$ cat config.mk
export PLATFORM = sky130hd
export DESIGN_NAME = fifo_rr_scheduler
export DESIGN_NICKNAME = d
export VERILOG_FILES = /design/src/rtl/fifo_sched_pkg.sv /design/src/rtl/fifo_level_tracker.sv /design/src/rtl/fifo_rr_scheduler.sv
export SDC_FILE = /design/constraint.sdc
export NUM_CORES = 1
export LEC_CHECK = 0
export ABC_CLOCK_PERIOD_IN_PS = 2590
export CAP_MARGIN = 20
export CORE_MARGIN = 2
export CORE_UTILIZATION = 46
export DETAILED_ROUTE_END_ITERATION = 8
export PLACE_DENSITY = 0.79
export SETUP_SLACK_MARGIN = 0.02
export SYNTH_ARGS = -nofsm -noshare
export SYNTH_HDL_FRONTEND = slang
export SYNTH_SLANG_ARGS = --single-unit
$ cat constraint.sdc
create_clock -name clk -period 2.59 [get_ports clk]
set_input_delay 0.518 -clock clk [delete_from_list [all_inputs] [get_ports clk]]
set_output_delay 0.518 -clock clk [all_outputs]
set_load 0.01 [all_outputs]
$ cat src/rtl/fifo_sched_pkg.sv
// Shared types, default sizing and occupancy arithmetic for the
// two-producer round-robin FIFO write scheduler.
package fifo_sched_pkg;

    typedef enum logic [1:0] {
        IDLE = 2'd0,
        GNT0 = 2'd1,
        GNT1 = 2'd2
    } state_t;

    localparam int DW_DEF        = 4;
    localparam int DEPTH_DEF     = 8;
    localparam int LW_DEF        = 4;
    localparam int MAX_BURST_DEF = 4;

    function automatic int unsigned next_level(input int unsigned lvl,
                                               input logic        wr,
                                               input logic        rd);
        if (wr && !rd) begin
            return lvl + 1;
        end
        if (rd && !wr) begin
            return lvl - 1;
        end
        return lvl;
    endfunction

endpackage

$ cat src/rtl/fifo_level_tracker.sv
// Mirrors FIFO occupancy, derives full/empty, gates consumer reads on empty
// and registers the read acknowledge.
module fifo_level_tracker
    import fifo_sched_pkg::*;
#(
    parameter int DEPTH = DEPTH_DEF,
    parameter int LW    = LW_DEF
) (
    input  logic          clk,
    input  logic          rst_n,
    input  logic          i_wr,
    input  logic          i_rd_req,
    output logic          o_rd_en,
    output logic          o_rd_ack,
    output logic [LW-1:0] o_level,
    output logic [LW-1:0] o_level_next,
    output logic          o_full,
    output logic          o_empty
);

    localparam logic [LW-1:0] DEPTH_L = LW'(DEPTH);

    logic [LW-1:0] r_level;
    logic          r_rd_ack;
    logic          w_rd_en;
    logic [LW-1:0] w_level_next;

    always_comb begin
        w_rd_en      = i_rd_req & (r_level != '0);
        w_level_next = LW'(next_level(32'(r_level), i_wr, w_rd_en));
    end

    always_ff @(posedge clk or negedge rst_n) begin
        if (!rst_n) begin
            r_level  <= '0;
            r_rd_ack <= 1'b0;
        end else begin
            r_level  <= w_level_next;
            r_rd_ack <= w_rd_en;
        end
    end

    assign o_rd_en      = w_rd_en;
    assign o_rd_ack     = r_rd_ack;
    assign o_level      = r_level;
    assign o_level_next = w_level_next;
    assign o_full       = (r_level == DEPTH_L);
    assign o_empty      = (r_level == '0);

`ifndef SYNTHESIS
    always_ff @(posedge clk) begin
        if (rst_n) begin
            assert (r_level <= DEPTH_L)
                else $error("occupancy above depth: %0d", r_level);
            assert (!(i_wr && (r_level == DEPTH_L)))
                else $error("write strobe while FIFO full");
        end
    end
`endif

endmodule

$ cat src/rtl/fifo_rr_scheduler.sv
// Round-robin, burst-limited arbitration of two producers onto one FIFO
// write port. Define FIFO_SCHED_STATS_EN to add per-producer stall counters.
module fifo_rr_scheduler
    import fifo_sched_pkg::*;
#(
    parameter int DW        = DW_DEF,
    parameter int DEPTH     = DEPTH_DEF,
    parameter int LW        = LW_DEF,
    parameter int MAX_BURST = MAX_BURST_DEF
) (
    input  logic          clk,
    input  logic          rst_n,
    input  logic          in0_valid,
    input  logic [DW-1:0] in0_data,
    output logic          in0_ready,
    input  logic          in1_valid,
    input  logic [DW-1:0] in1_data,
    output logic          in1_ready,
    input  logic          rd_req,
    output logic          rd_ack,
    output logic          fifo_wr_en,
    output logic [DW-1:0] fifo_wr_data,
    output logic          fifo_rd_en,
    output logic [LW-1:0] level,
    output logic          full,
    output logic          empty,
    output logic          grant_id
`ifdef FIFO_SCHED_STATS_EN
    ,
    output logic [7:0]    stall0_cnt,
    output logic [7:0]    stall1_cnt
`endif
);

    localparam int            BW         = (MAX_BURST > 1) ? $clog2(MAX_BURST) : 1;
    localparam logic [BW-1:0] BURST_LAST = BW'(MAX_BURST - 1);
    localparam logic [LW-1:0] DEPTH_L    = LW'(DEPTH);

    state_t        r_state;
    logic [BW-1:0] r_burst;
    logic          r_last;
    logic          r_grant_id;

    logic          w_full;
    logic          w_empty;
    logic          w_rd_en;
    logic          w_rd_ack;
    logic [LW-1:0] w_level;
    logic [LW-1:0] w_level_next;

    logic          w_ready0;
    logic          w_ready1;
    logic          w_beat0;
    logic          w_beat1;
    logic          w_beat;
    logic          w_cur;
    logic          w_cur_valid;
    logic          w_oth_valid;
    logic          w_leave;
    logic          w_fill;
    logic [DW-1:0] w_wr_data;

    fifo_level_tracker #(
        .DEPTH (DEPTH),
        .LW    (LW)
    ) u_level (
        .clk          (clk),
        .rst_n        (rst_n),
        .i_wr         (w_beat),
        .i_rd_req     (rd_req),
        .o_rd_en      (w_rd_en),
        .o_rd_ack     (w_rd_ack),
        .o_level      (w_level),
        .o_level_next (w_level_next),
        .o_full       (w_full),
        .o_empty      (w_empty)
    );

    always_comb begin
        w_ready0    = (r_state == GNT0) & ~w_full;
        w_ready1    = (r_state == GNT1) & ~w_full;
        w_beat0     = in0_valid & w_ready0;
        w_beat1     = in1_valid & w_ready1;
        w_beat      = w_beat0 | w_beat1;
        w_cur       = (r_state == GNT1);
        w_cur_valid = w_cur ? in1_valid : in0_valid;
        w_oth_valid = w_cur ? in0_valid : in1_valid;
        w_leave     = ~w_cur_valid | (w_beat & (r_burst == BURST_LAST)) | w_full;
        // Hand-over is judged on post-cycle occupancy, so a read this cycle can free the slot.
        w_fill      = (w_level_next == DEPTH_L);
        w_wr_data   = '0;
        if (w_beat0) begin
            w_wr_data = in0_data;
        end else if (w_beat1) begin
            w_wr_data = in1_data;
        end
    end

    always_ff @(posedge clk or negedge rst_n) begin
        if (!rst_n) begin
            r_state    <= IDLE;
            r_burst    <= '0;
            r_last     <= 1'b1;
            r_grant_id <= 1'b0;
        end else begin
            case (r_state)
                IDLE: begin
                    if (!w_full) begin
                        if (in0_valid && in1_valid) begin
                            r_state    <= r_last ? GNT0 : GNT1;
                            r_grant_id <= ~r_last;
                        end else if (in0_valid) begin
                            r_state    <= GNT0;
                            r_grant_id <= 1'b0;
                        end else if (in1_valid) begin
                            r_state    <= GNT1;
                            r_grant_id <= 1'b1;
                        end
                    end
                end
                GNT0, GNT1: begin
                    if (w_leave) begin
                        r_last  <= w_cur;
                        r_burst <= '0;
                        if (w_oth_valid && !w_fill) begin
                            r_state    <= w_cur ? GNT0 : GNT1;
                            r_grant_id <= ~w_cur;
                        end else begin
                            r_state <= IDLE;
                        end
                    end else if (w_beat) begin
                        r_burst <= r_burst + 1'b1;
                    end
                end
                default: r_state <= IDLE;
            endcase
        end
    end

    assign in0_ready    = w_ready0;
    assign in1_ready    = w_ready1;
    assign fifo_wr_en   = w_beat;
    assign fifo_wr_data = w_wr_data;
    assign fifo_rd_en   = w_rd_en;
    assign rd_ack       = w_rd_ack;
    assign level        = w_level;
    assign full         = w_full;
    assign empty        = w_empty;
    assign grant_id     = r_grant_id;

`ifdef FIFO_SCHED_STATS_EN
    logic [7:0] r_stall0;
    logic [7:0] r_stall1;

    always_ff @(posedge clk or negedge rst_n) begin
        if (!rst_n) begin
            r_stall0 <= '0;
            r_stall1 <= '0;
        end else begin
            if (in0_valid && !w_ready0 && (r_stall0 != '1)) begin
                r_stall0 <= r_stall0 + 1'b1;
            end
            if (in1_valid && !w_ready1 && (r_stall1 != '1)) begin
                r_stall1 <= r_stall1 + 1'b1;
            end
        end
    end

    assign stall0_cnt = r_stall0;
    assign stall1_cnt = r_stall1;
`endif

endmodule

==> qor.csv <==
metric;value;unit
status;complete, no violations;
drc;0;
n_antenna_cell;0;
avgRoutedWirePerCell;14.2;um
via_per_inst;5.60;
cellPowerDensity;1220;nW/um^2
initial_core_util;49.0;%
htree_levels;1;
netlist_instances;121;
clock.fmax;401;MHz
dp.cells;186;
crit_family;buffers and inverters;
critical-path-max-stage-delay;0.55;ns
slew-limit-headroom;64.2;%
grt_antenna_before_repair;0;
multi_input_area;661;sq um
drt_first_pass_iters;4;
cts_sinks;11;
final-hold-violation-count;0;
cp-start-kind;input pin;
required;2.07;ns
final_nets;184;
cp_max_fo;5;
register_area;277;sq um
crit_chain;clkdlybuf4s50_1, a22oi_1, buf_4, nor2_1, clkdlybuf4s50_1;
grt_max_degree;12;
layout.cells.non_filler;190;
worst_pin_slew;0.536;ns
crit_slowest_cell;clkdlybuf4s50_1;
cp_common_cell;clkdlybuf4s50_1;
cts_inserted_buffers;3;
ys.flop_type;dfrtp_1;
die_x;49.7;um
nFillCells;167;
hpwl;1.98;mm
fin_hold_ws;0.525;ns
synth_cell_types;38;
power.leakage;0.000658;uW
fp.dieH;49.7;um
cp_num_buf_inv;3;
grt_usage;23.3;%
cts_hold_buf;0;
cts_root_buf;clkbuf_4;
async_flop_share;100;%
rows;16;
hold_path_class;register to register;
ir_drop;804;uV
final.period_utilization;96.4;%
layout_commonest_cell;clkdlybuf4s50_1;
finalClockSkew;0.00444;ns
rsz0062_at_grt;no;
die_area;2470;sq um
place.gp.congestion;0.832;
ios;29;
synth-seq-area-share;28.8;%
clk_pin_slew;0.08;ns
worstSetupPathType;input pin to output port;
grt_pass1_vias;987;
cp.arrival;1.98;ns
core-area;1960;sq um
drive_above_1_share;18.4;%
ant_nets;0;
drv_slew;0;
synth_seq_cells;11;
overflow;0;
wl;2.70;mm
cap_viol_max_count;0;
syn_area;961;sq um
min_period;2.50;ns
yosys_warnings;0;
synth_edf_count;0;
clock_latency;0.27;ns
setup_viol_count_final;0;
port_buffers;28;
syn_nets;141;
cts_tree;yes;
drt-initial-drc-count;39;
syn_avg_cell_area;7.94;sq um
clockBufferDepth;2;
via_count;1064;
area.growth.synth_to_final;47.9;%
final_cell_mix;clkdlybuf4s50_1 (23), nand2_1 (14), buf_4 (14);
end_kind;output port;
grt_pass1_wl;4.42;mm
==> through the flow <==
| stage | TNS [ns] | util, % | total power [uW] | setup slack [ns] | area [sq um] |
|---|---|---|---|---|---|
| finish | 0 | 72.4 | 1730 | 0.0939 | 1420 |
| global placement | 0 | 69.6 | 1500 | 0.0211 | 1370 |
| global route | 0 | 72.4 | 1880 | 0.0230 | 1420 |
| floorplan | 0 | - | 1040 | 0.256 | 961 |
| detailed placement | -0.200 | 69.6 | 1540 | -0.0807 | 1370 |
| CTS | 0 | 71.6 | 1690 | 0.0725 | 1400 |
==> repair_timing <==
| action | 4_1_cts | 5_1_grt |
|---|---|---|
| endpoints found under the setup margin | 6 | 3 |
| pin swaps | 0 | 0 |
| resized for setup | 9 | 4 |
| setup buffers | 0 | 0 |
==> flip-flops by register name, indices dropped and copies added, names as in the netlist <==
signal,cells
r_burst,2
r_last,1
u_level.o_level,4
grant_id,1
u_level.o_rd_ack,1
r_state,2
==> report_power, final <==
group / internal, uW / switching (uW)
Sequential: 260 / 66.8
Clock: 59.6 / 61.2
Combinational: 645 / 635
Total: 964 / 763
==> path summary, 6_finish.rpt <==
check,startpoint,endpoint,slack [ns],depth (start not counted)
max in group asynchronous,rst_n,r_last$_DFFE_PN1P_,1.63,1
hold reg to reg,r_burst[1]$_DFFE_PN0P_,r_burst[1]$_DFFE_PN0P_,0.52,1
setup / recovery,in0_valid,fifo_wr_en,0.09,5
min in group asynchronous,rst_n,u_level.o_level[1]$_DFF_PN0_,0.59,1
hold / removal,r_burst[1]$_DFFE_PN0P_,r_burst[1]$_DFFE_PN0P_,0.52,1
setup reg to reg,u_level.o_level[1]$_DFF_PN0_,grant_id$_DFFE_PN0P_,0.32,8
==> cells in the mapped netlist (4+ instances only) <==
| cell type | n | area share, % |
|---|---|---|
| clkbuf_1 | 4 | 1.6 |
| nor2_1 | 8 | 3.1 |
| nand2_1 | 15 | 5.9 |
| inv_1 | 11 | 4.3 |
| and2_1 | 5 | 3.3 |
| ha_1 | 7 | 9.1 |
| nand2b_1 | 5 | 3.3 |
| nand3_1 | 10 | 5.2 |
| dfrtp_1 | 10 | 26 |
| o21ai_0 | 9 | 4.7 |
==> cell type report <==
type,count,share of cell area (%)
clock buffer,4,1.85
inverter,11,2.90
multi-input combinational,95,46.5
sequential,11,19.5
tap,27,2.38
timing repair buffer,42,26.9
==> layer usage <==
layer / vias to the layer above / GRT usage, % / share of wire, %
met4: 0 / 8.33 / 2.3
met5: - / 0 / 0
li1: 520 / - / -
met1: 497 / 29.4 / 44
met3: 6 / 3.64 / 3.9
met2: 41 / 40.0 / 50
==> logic make-up (layout without fill, tap and decap cells) <==
group           Yosys count  in the layout  synth area share (%)
fa+ha+maj                 7              7                  9.11
compound gates           29             29                  21.7
flops                    11             11                  28.8
buf+inv                  15             57                  5.86
mux                       2              2                  2.34
xor+xnor                  1              1                 0.912
simple gates             56             56                  31.3
No activity file was read; power rests on OpenSTA's default activity.
